### config.mk
export PLATFORM = sky130hd
export DESIGN_NAME = swap_src
export DESIGN_NICKNAME = d
export VERILOG_FILES = /design/src/rtl/swap_src.sv
export SDC_FILE = /design/constraint.sdc
export NUM_CORES = 1
export LEC_CHECK = 0
export CORE_MARGIN = 3
export CORE_UTILIZATION = 30
export DETAILED_ROUTE_END_ITERATION = 10
export SYNTH_ARGS = -nofsm -noshare
export SYNTH_HDL_FRONTEND = slang
export SYNTH_SLANG_ARGS = --single-unit
### constraint.sdc
create_clock -name clk -period 2 [get_ports clk]
set_input_delay 0.3 -clock clk [delete_from_list [all_inputs] [get_ports clk]]
set_output_delay 0.3 -clock clk [all_outputs]
set_load 0.005 [all_outputs]
### src/rtl/swap_src.sv
// ---------------------------------------------------------------------------
// swap_src : clocked initiator for the two-channel four-phase swap fabric.
//
// Takes one (d, d1, sel) word over a synchronous valid/ready handshake.
// For each word it raises one bundled-data request on each output channel.
// It also raises one dual-rail control token: ctl_a means pass straight and
// ctl_b means swap. It then runs the full return-to-zero cycle on all three
// channels before it will take another word.
//
// Parameters
//   N   data width of each channel
//   CW  width of the completed-transaction counter (wraps modulo 2^CW)
//
// Ports
//   clk, rst            clock, synchronous active-high reset
//   in_valid/in_ready   word handshake
//   in_d, in_d1         channel-0 / channel-1 payload
//   in_sel              0 = straight (ctl_a), 1 = swap (ctl_b)
//   r_o/a_o/d_o         channel-0 request, acknowledge (async), data
//   r1_o/a1_o/d1_o      channel-1 request, acknowledge (async), data
//   ctl_a/ctl_b/actl_o  control rails and control acknowledge (async)
//   cnt_o               completed four-phase transactions
//   err_o               sticky protocol-violation flag
//
// Build option
//   SWAP_SRC_SYNC_EN    when defined, each ack goes through a two-flop
//                       synchronizer (2-cycle ack latency). When undefined,
//                       each ack is registered once (1-cycle latency), which
//                       suits simulation or same-clock responders.
// ---------------------------------------------------------------------------
module swap_src #(
  parameter int N  = 1,
  parameter int CW = 8
) (
  input  logic          clk,
  input  logic          rst,
  input  logic          in_valid,
  output logic          in_ready,
  input  logic [N-1:0]  in_d,
  input  logic [N-1:0]  in_d1,
  input  logic          in_sel,
  output logic          r_o,
  input  logic          a_o,
  output logic [N-1:0]  d_o,
  output logic          r1_o,
  input  logic          a1_o,
  output logic [N-1:0]  d1_o,
  output logic          ctl_a,
  output logic          ctl_b,
  input  logic          actl_o,
  output logic [CW-1:0] cnt_o,
  output logic          err_o
);

  typedef enum logic [1:0] {
    S_IDLE  = 2'd0,
    S_DRIVE = 2'd1,
    S_RTZ   = 2'd2
  } state_t;

  state_t state;
  state_t state_nx;

  // Synchronized acknowledges.
  logic sa;
  logic sa1;
  logic sactl;

  // The ack flops are deliberately left out of reset. They must keep
  // tracking the real ack levels through a reset. That way a responder
  // still holding stale acks high keeps in_ready low afterwards.
`ifdef SWAP_SRC_SYNC_EN
  logic sa_meta;
  logic sa1_meta;
  logic sactl_meta;

  always_ff @(posedge clk) begin
    sa_meta    <= a_o;
    sa1_meta   <= a1_o;
    sactl_meta <= actl_o;
    sa         <= sa_meta;
    sa1        <= sa1_meta;
    sactl      <= sactl_meta;
  end
`else
  always_ff @(posedge clk) begin
    sa    <= a_o;
    sa1   <= a1_o;
    sactl <= actl_o;
  end
`endif

  logic [2:0] acks;
  logic [2:0] acks_prev;
  logic       acks_hi;
  logic       acks_lo;

  assign acks    = {sactl, sa1, sa};
  assign acks_hi = &acks;
  assign acks_lo = ~(|acks);

  // Previous synchronized ack levels, used to spot an ack that moves
  // the wrong way during a phase.
  always_ff @(posedge clk) begin
    acks_prev <= acks;
  end

  // Control events decoded by the FSM for the datapath below.
  logic accept;
  logic release_req;
  logic complete;
  logic err_set;

  // FSM state register.
  always_ff @(posedge clk) begin
    if (rst) begin
      state <= S_IDLE;
    end else begin
      state <= state_nx;
    end
  end

  // Next-state and event decode.
  // In DRIVE, an ack that falls before every ack is high is a premature
  // withdrawal. In RTZ, an ack that rises is a spurious token. Neither
  // case redirects the FSM. It keeps waiting on acks_hi / acks_lo.
  // A drop cannot happen in the same cycle as acks_hi, so the DRIVE check
  // needs no extra qualification.
  always_comb begin
    state_nx    = state;
    in_ready    = 1'b0;
    accept      = 1'b0;
    release_req = 1'b0;
    complete    = 1'b0;
    err_set     = 1'b0;
    case (state)
      S_IDLE: begin
        in_ready = acks_lo;
        if (in_valid && acks_lo) begin
          accept   = 1'b1;
          state_nx = S_DRIVE;
        end
      end
      S_DRIVE: begin
        if (|(acks_prev & ~acks)) begin
          err_set = 1'b1;
        end
        if (acks_hi) begin
          release_req = 1'b1;
          state_nx    = S_RTZ;
        end
      end
      S_RTZ: begin
        if (|(~acks_prev & acks)) begin
          err_set = 1'b1;
        end
        if (acks_lo) begin
          complete = 1'b1;
          state_nx = S_IDLE;
        end
      end
      default: begin
        state_nx = S_IDLE;
      end
    endcase
  end

  // Requests, rails and data are set on the accept edge itself, so the
  // bundled data is valid the moment the requests rise. Exactly one rail is
  // ever set, so ctl_a & ctl_b can never be 1. The data stays on the bus
  // through RTZ and IDLE until the next accept overwrites it.
  always_ff @(posedge clk) begin
    if (rst) begin
      r_o   <= 1'b0;
      r1_o  <= 1'b0;
      ctl_a <= 1'b0;
      ctl_b <= 1'b0;
      d_o   <= '0;
      d1_o  <= '0;
    end else if (accept) begin
      r_o   <= 1'b1;
      r1_o  <= 1'b1;
      ctl_a <= ~in_sel;
      ctl_b <= in_sel;
      d_o   <= in_d;
      d1_o  <= in_d1;
    end else if (release_req) begin
      r_o   <= 1'b0;
      r1_o  <= 1'b0;
      ctl_a <= 1'b0;
      ctl_b <= 1'b0;
    end
  end

  // Transaction counter. It counts only when the return-to-zero phase
  // completes, so a reset mid-transaction never counts a token.
  always_ff @(posedge clk) begin
    if (rst) begin
      cnt_o <= '0;
    end else if (complete) begin
      cnt_o <= cnt_o + CW'(1);
    end
  end

  // Sticky error flag, cleared only by reset.
  always_ff @(posedge clk) begin
    if (rst) begin
      err_o <= 1'b0;
    end else if (err_set) begin
      err_o <= 1'b1;
    end
  end

endmodule

==> results of run 1 <==
-- worst max-delay path, cell delays in order (launching register included) --
cell	delay [ps]
dfxtp_1	350
inv_1	80
ha_2	220
and2_1	130
clkdlybuf4s50_1	490
-- power groups by stage --
| stage | Clock, mW | Sequential, mW | Combinational (mW) |
|---|---|---|---|
| 4_1_cts | 0.264 | 0.461 | 0.0609 |
| 3_5_place_dp | 0 | 0.470 | 0.0605 |
| 5_1_grt | 0.279 | 0.465 | 0.0664 |
| 6_report | 0.245 | 0.462 | 0.0603 |
| 2_1_floorplan | 0 | 0.462 | 0.0415 |
| 3_3_place_gp | 0 | 0.471 | 0.0594 |
-- sequential cells by signal, indices dropped and copies added (netlist names) --
register	count
err_o	1
state	2
acks_prev	3
r1_o	1
d1_o	1
ctl_a	1
sactl	1
ctl_b	1
d_o	1
cnt_o	8
sa	1
sa1	1
-- routing by layer --
| metal | global-route usage | vias to the layer above | wire, µm | share of wire |
|---|---|---|---|---|
| li1 | - | 392 | - | - |
| met1 | 0.123 | 353 | 847 | 0.44 |
| met2 | 0.173 | 18 | 914 | 0.48 |
| met3 | 0.0321 | 5 | 98 | 0.051 |
| met4 | 0.0728 | 0 | 57 | 0.030 |
| met5 | 0 | - | 0 | 0 |
-- repair_timing --
item,in CTS,in global routing
setup endpoints to repair,0,1
setup buffers,0,0
gates resized for setup,0,4
endpoints found under the hold margin,0,0
-- cell usage in the layout (no fill, tap or decap), types with 2 or more instances in the layout --
master / n
ha_1: 3
xor2_1: 4
dfxtp_1: 20
nor3_2: 3
mux2i_1: 3
nand3_1: 2
clkbuf_4: 3
a21oi_1: 2
dfxtp_2: 2
nor2_1: 14
mux2_2: 2
nand2_1: 8
inv_1: 8
nand4_1: 4
clkdlybuf4s50_1: 24
xnor2_1: 3
nand2b_1: 2
-- cell families after synthesis --
logic type,share of synthesized area
simple gates,0.250
flops,0.447
buf+inv,0.0698
compound gates,0.0673
xor+xnor,0.0622
mux,0.0533
fa+ha+maj,0.0508
-- area by class of cell --
cell class,instances,share of cell area
repair buffers,25,0.191
flip-flops and latches,22,0.342
multi-input cells,66,0.374
clock buffers,4,0.0280
well taps,44,0.0425
inverters,8,0.0232
-- per-stage QoR --
stage	power (mW)	setup slack, ps	util
6_report	0.767	106	0.418
5_1_grt	0.811	1.59	0.418
4_1_cts	0.785	38.4	0.415
3_5_place_dp	0.531	158	0.403
3_3_place_gp	0.530	212	0.403
2_1_floorplan	0.504	283	-
-- worst paths after layout --
kind	slack, ps	to	startpoint
min reg2reg	460	acks_prev[0]	sa
max reg2reg	150	state[1]	state[1]
min	420	sa1	a1_o
max	110	in_ready	state[1]
==> impl_metrics.env, run 1 <==
export IMPL_holdPathStages=1
export IMPL_ys_seq_area_frac=0.447
export IMPL_vias=768
export IMPL_die_area_um2=4010
export IMPL_avgSynthCellArea_um2=9.67
export IMPL_clkPwrFrac=0.320
export IMPL_track_usage=0.108
export IMPL_combinationalPowerShare=0.079
export IMPL_numPortBuffers=24
export IMPL_synthCells=102
export IMPL_grt_pass1_vias=771
export IMPL_final_cells=169
export IMPL_nNetsFinal=139
export IMPL_p_int_mw=0.597
export IMPL_synthesis_nets=115
export IMPL_drive_gt1_frac=0.144
export IMPL_critical_path_arrival_ps=1590
export IMPL_h_tree_depth=1
export IMPL_hold_buffers=0
export IMPL_grt_max_degree=14
export IMPL_cts_root_buf="clkbuf_4"
export IMPL_syn_cell_area_um2=986
export IMPL_clock_latency_ps=320
export IMPL_routed_wl_um=1920
export IMPL_seq_area_um2=443
export IMPL_dr_pass1_iters=4
export IMPL_overflow=0
export IMPL_start_util=0.318
export IMPL_leakage_nw=0.470
export IMPL_synthTopCellsByCount="22 x dfxtp_1, 14 x nor2_1, 8 x inv_1, 8 x nand2_1"
export IMPL_async_flop_share=0
export IMPL_postPlaceCellArea_um2=1250
export IMPL_rsz0062_at_grt="no"
export IMPL_post_drt_wl_per_cell_um=11.3
export IMPL_synth_top_area_cell="dfxtp_1"
export IMPL_power_density_nw_per_um2=592
export IMPL_period_share=0.947
export IMPL_seqPwrFrac=0.602
export IMPL_clockBufferDepth=2
export IMPL_rr_worst_depth=6
export IMPL_startpoint_type="flip-flop"
export IMPL_synth_ff_type="dfxtp_1"
export IMPL_hold_slack_ps=416
export IMPL_min_path_type="in -> reg"
export IMPL_drtIter0Drc=11
export IMPL_critPathKind="reg -> out"
export IMPL_ir_drop_mv=0.448
export IMPL_syn2layout_area_growth_pct=31.5
export IMPL_viasPerCell=4.54
export IMPL_setup_viol=0
export IMPL_finalHoldViolations=0
export IMPL_multi_input_area_um2=484
export IMPL_gp_congestion=0.768
export IMPL_tightest_slew_ps=387
export IMPL_fillers=339
export IMPL_drtAntennaViolNets=0
export IMPL_clk_pin_slew_ps=120
export IMPL_synthTopCellsByArea="dfxtp_1 45%, nor2_1 5.3%, ha_1 5.1%"
export IMPL_synth_cell_types=34
export IMPL_coreArea_um2=3100
export IMPL_synth_top_area_share=0.447
export IMPL_cts_tree="built"
export IMPL_synth_seq_cells=22
export IMPL_status="completed"
export IMPL_p_sw_mw=0.170
export IMPL_clock_sinks=22
export IMPL_cp_max_fo=4
export IMPL_maxSlewHeadroom=0.742
export IMPL_die_h_um=63.3
export IMPL_antenna_found_initial=0
export IMPL_synth_edf_count=0
export IMPL_cp_end_kind="output pin"
export IMPL_num_rows=20
export IMPL_yosysMostFrequentCell="dfxtp_1"
export IMPL_skew_ps=9.80
export IMPL_drc=0
export IMPL_dp_cells=165
export IMPL_fin_tns_setup_ps=0
export IMPL_cap_violations=0
export IMPL_n_antenna_cell=0
export IMPL_dieWidth_um=63.3
export IMPL_grt_pass1_wl_um=3390
export IMPL_design_area_um2=1300
export IMPL_post_route_min_period_ps=1890
export IMPL_numCtsBuffers=3
export IMPL_cp_required_ps=1700
export IMPL_num_io_pins=25
export IMPL_yosys_warnings=0
export IMPL_drv_slew=0
export IMPL_fmax_mhz=528
export IMPL_hpwl_um=1440
export IMPL_p_sw_frac=0.221
Note: power is estimated with default switching activity, not from simulation.
==> inputs of run 2 (changes only) <==
- CORE_UTILIZATION: 30 -> 40
- PLACE_DENSITY: unset -> 0.67
==> run 2 against run 1 <==
Effect of this change:
- sequential power about the same
- sequential share of layout area up 0.54 points
- total power down 0.40%
- sequential cell count unchanged
- cell count down 9.5%
- die area down 23%
- combinational power up 0.7%
- via count unchanged
- core utilization up 14 points
- critical path type unchanged
- critical endpoint unchanged
- largest cell class unchanged
- highest routed layer unchanged
==> impl_metrics.env, run 2 (same netlist as run 1, synthesis figures left out) <==
export IMPL_grt_max_degree=14
export IMPL_final_cells=153
export IMPL_dieWidth_um=55.6
export IMPL_cts_resized=0
export IMPL_period_share=0.954
export IMPL_die_h_um=55.6
export IMPL_cp_end_kind="output pin"
export IMPL_drtAntennaViolNets=0
export IMPL_setup_viol=0
export IMPL_grt_pass1_vias=781
export IMPL_min_path_type="in -> reg"
export IMPL_leakage_nw=0.470
export IMPL_skew_ps=1.67
export IMPL_post_route_min_period_ps=1910
export IMPL_n_antenna_cell=0
export IMPL_start_util=0.433
export IMPL_regMostFlops="cnt_o"
export IMPL_cts_root_buf="clkbuf_4"
export IMPL_critPathKind="reg -> out"
export IMPL_cts_tree="built"
export IMPL_overflow=0
export IMPL_drv_slew=0
export IMPL_hold_buffers=0
export IMPL_cp_cell_sequence="inv_1, ha_2, and2_1, clkdlybuf4s50_1"
export IMPL_gp_congestion=0.739
export IMPL_coreArea_um2=2280
export IMPL_post_place_ws_ps=164
export IMPL_vias=768
export IMPL_drc=0
export IMPL_layout_common_cells="24 x clkdlybuf4s50_1, 20 x dfxtp_1, 14 x nor2_1, 8 x inv_1, 8 x nand2_1"
export IMPL_numCtsBuffers=3
export IMPL_die_area_um2=3100
export IMPL_nNetsFinal=139
export IMPL_reg_top3="cnt_o x8, acks_prev x3, state x2"
export IMPL_fin_util=0.561
export IMPL_drtIter0Drc=13
export IMPL_postPlaceCellArea_um2=1230
export IMPL_clk_pin_slew_ps=120
export IMPL_design_area_um2=1280
export IMPL_largest_reg_flops=8
export IMPL_status="completed"
export IMPL_grt_pass1_wl_um=3430
export IMPL_hpwl_um=1430
export IMPL_track_usage=0.138
export IMPL_cp_top_family="buffers and inverters"
export IMPL_syn2layout_area_growth_pct=29.4
export IMPL_routed_wl_um=1850
export IMPL_fmax_mhz=524
export IMPL_ir_drop_mv=0.293
export IMPL_crit_buf_inv=2
export IMPL_tightest_slew_ps=407
export IMPL_cp_slowest_cell="clkdlybuf4s50_1"
export IMPL_dr_pass1_iters=5
export IMPL_dp_cells=149
export IMPL_clock_latency_ps=300
export IMPL_cpPeakStageDelay_ps=500
export IMPL_antenna_found_initial=0
export IMPL_drive_gt1_frac=0.144
export IMPL_fin_ws_ps=92.9
export IMPL_h_tree_depth=1
export IMPL_post_drt_wl_per_cell_um=12.1
export IMPL_cap_violations=0
export IMPL_startpoint_type="flip-flop"
export IMPL_cp_max_fo=4
export IMPL_num_rows=17
export IMPL_power_density_nw_per_um2=599
export IMPL_clock_sinks=22
export IMPL_maxSlewHeadroom=0.728
export IMPL_fin_tns_setup_ps=0
export IMPL_critical_path_arrival_ps=1610
export IMPL_num_io_pins=25
export IMPL_cp_required_ps=1700
export IMPL_numPortBuffers=24
export IMPL_clockBufferDepth=2
export IMPL_viasPerCell=5.02
export IMPL_cts_setup_buffers=0
export IMPL_final_common_cell="clkdlybuf4s50_1"
export IMPL_finalHoldViolations=0
[run 2: final cells by class]
class / count / area, µm²
clock buffers: 4 / 36.3
flip-flops and latches: 22 / 443
multi-input cells: 66 / 484
inverters: 8 / 30.0
repair buffers: 25 / 248
well taps: 28 / 35.0
fillers: 211 / 1000
[run 2: path summary, 6_finish.rpt]
kind,end,startpoint,slack (ps),cells past startpoint
worst max register to register,state[1],state[1],150,6
worst min-delay path,sa1,a1_o,420,1
worst max-delay path,in_ready,state[0],90,4
worst min register to register,acks_prev[0],sa,460,0
[run 2: stage by stage]
| stage | hold slack, ps | power [mW] |
|---|---|---|
| 2_1_floorplan | 326 | 0.504 |
| 3_3_place_gp | 455 | 0.530 |
| 3_5_place_dp | 459 | 0.531 |
| 4_1_cts | 415 | 0.775 |
| 5_1_grt | 397 | 0.805 |
| 6_report | 420 | 0.764 |
[run 2: worst register-to-register path: cells and delay by family (launching register included)]
kind,cells,cell delay (ps)
compound gates,1,220
flops,1,390
fa+ha+maj,1,250
simple gates,2,610
buf+inv,1,80
mux,1,200
[run 2: where the power goes]
part / internal [mW] / switching (mW)
sequential: 0.449 / 0.0135
combinational: 0.0375 / 0.0232
clock: 0.111 / 0.130
total: 0.597 / 0.167
[run 2: per-layer routing]
layer,global-route usage,routed length [µm],vias up
met2,0.220,872,18
li1,-,-,388
met1,0.166,839,357
met4,0.0521,31,0
met3,0.0534,109,5
met5,0,0,-
==> inputs of run 3 (changes only) <==
- DONT_BUFFER_PORTS: unset -> 1
- PLACE_DENSITY: 0.67 -> unset
==> run 3 against run 2 <==
Effect of this change:
- wire length down 8.1%
- highest routed layer unchanged
- global-route usage down 1.9 points
- first-iteration DRC count up 31%
- critical endpoint is now state[1]
==> impl_metrics.env, run 3 (same netlist as run 1, synthesis figures left out) <==
export IMPL_status="completed"
export IMPL_combinationalPowerShare=0.040
export IMPL_final_common_cell="dfxtp_1"
export IMPL_cp_cell_sequence="inv_1, ha_1, or4_4, a32oi_2, mux2i_1, nor2_1"
export IMPL_p_sw_frac=0.196
export IMPL_grt_max_degree=18
export IMPL_cpPeakStageDelay_ps=570
export IMPL_h_tree_depth=1
export IMPL_overflow=0
export IMPL_gp_congestion=0.723
export IMPL_cp_required_ps=2220
export IMPL_min_path_type="in -> reg"
export IMPL_total_power_mw=0.834
export IMPL_cts_resized=0
export IMPL_post_route_min_period_ps=1820
export IMPL_layout_common_cells="22 x dfxtp_1, 14 x nor2_1, 8 x inv_1, 8 x nand2_1"
export IMPL_track_usage=0.118
export IMPL_grt_pass1_vias=661
export IMPL_drv_slew=0
export IMPL_dieWidth_um=55.6
export IMPL_cp_slowest_cell="or4_4"
export IMPL_num_rows=17
export IMPL_hpwl_um=1260
export IMPL_ir_drop_mv=0.434
export IMPL_leakage_nw=0.398
export IMPL_vias=689
export IMPL_cap_violations=0
export IMPL_cp_max_fo=6
export IMPL_numPortBuffers=0
export IMPL_holdPathStages=1
export IMPL_clk_pin_slew_ps=130
export IMPL_drtAntennaViolNets=0
export IMPL_clock_sinks=22
export IMPL_viasPerCell=5.26
export IMPL_setup_viol=0
export IMPL_cts_setup_buffers=0
export IMPL_drive_gt1_frac=0.126
export IMPL_drtIter0Drc=17
export IMPL_crit_cells=6
export IMPL_critical_path_arrival_ps=2040
export IMPL_period_share=0.912
export IMPL_fin_util=0.468
export IMPL_post_drt_wl_per_cell_um=13.0
export IMPL_dr_pass1_iters=4
export IMPL_routed_wl_um=1700
export IMPL_critPathKind="reg -> reg"
export IMPL_clockBufferDepth=2
export IMPL_tightest_slew_ps=391
export IMPL_cts_tree="built"
export IMPL_die_h_um=55.6
export IMPL_crit_buf_inv=1
export IMPL_p_sw_mw=0.164
export IMPL_largest_reg_flops=8
export IMPL_hp_start="rst"
export IMPL_antenna_found_initial=0
export IMPL_fmax_mhz=549
export IMPL_reg_top3="cnt_o x8, acks_prev x3, state x2"
export IMPL_numCtsBuffers=3
export IMPL_fillers=223
export IMPL_n_antenna_cell=0
export IMPL_p_int_mw=0.670
export IMPL_num_io_pins=25
export IMPL_clock_latency_ps=310
export IMPL_coreArea_um2=2280
export IMPL_startpoint_type="flip-flop"
export IMPL_fin_tns_setup_ps=0
export IMPL_start_util=0.433
export IMPL_skew_ps=5.57
export IMPL_drc=0
export IMPL_syn2layout_area_growth_pct=7.99
export IMPL_maxSlewHeadroom=0.738
export IMPL_cts_root_buf="clkbuf_4"
export IMPL_finalHoldViolations=0
export IMPL_cp_top_family="simple AND/OR/NAND/NOR gates"
export IMPL_seqPwrFrac=0.554
export IMPL_rsz0062_at_grt="no"
export IMPL_startpoint="state[1]"
export IMPL_clkPwrFrac=0.406
export IMPL_nNetsFinal=117
export IMPL_r2r_start="state[1]"
export IMPL_regMostFlops="cnt_o"
export IMPL_cp_end_kind="flip-flop"
export IMPL_power_density_nw_per_um2=783
export IMPL_die_area_um2=3100
export IMPL_grt_pass1_wl_um=2970
export IMPL_rr_worst_depth=6
run 3: changes by cell type in the layout (fill, tap and decap cells not counted), sizes merged:
cell	previous run	this run
buf	1	0
clkbuf	4	3
dlygate4sd3	0	3
clkdlybuf4s50	24	0
bufinv	0	1
run 3: routing by layer:
layer | global-route usage | up-vias | wire [µm]
met5 | 0 | - | 0
met1 | 0.139 | 324 | 799
met2 | 0.199 | 19 | 762
li1 | - | 344 | -
met4 | 0.0313 | 0 | 14
met3 | 0.0464 | 2 | 125
run 3: worst paths after layout:
path              endpoint  slack, ps
setup / recovery  state[1]        180
hold / removal        r1_o         40
setup reg to reg  state[1]        180
hold reg to reg      err_o        500
run 3: final cells by class:
class | instances | area (µm²) | share of cell area
Timing Repair Buffer | 3 | 30.0 | 0.0282
Multi-Input combinational cell | 66 | 477 | 0.448
Sequential cell | 22 | 440 | 0.414
Tap cell | 28 | 35.0 | 0.0329
Inverter | 8 | 30.0 | 0.0282
Clock inverter | 1 | 30.0 | 0.0282
Clock buffer | 3 | 22.5 | 0.0212
run 3: stage by stage:
stage	hold WS [ps]	worst slack [ps]	cell area, µm²	instances
after global routing	16.8	29.5	1060	131
after floorplan	326	283	986	102
final	44.3	177	1060	131
after global placement	328	252	982	124
after detailed placement	328	191	982	124
after CTS	32.2	173	1060	131
run 3: power by group through the flow:
stage / clock network (mW) / registers (mW) / logic, mW
after global routing: 0.365 / 0.464 / 0.0379
after detailed placement: 0 / 0.472 / 0.0292
final: 0.339 / 0.462 / 0.0334
after global placement: 0 / 0.472 / 0.0285
after CTS: 0.348 / 0.462 / 0.0338
after floorplan: 0 / 0.462 / 0.0415
run 3: what timing repair did:
item                                   4_1_cts  5_1_grt
hold buffers                                 3        0
endpoints found under the hold margin        3        0
setup endpoints to repair                    0        0
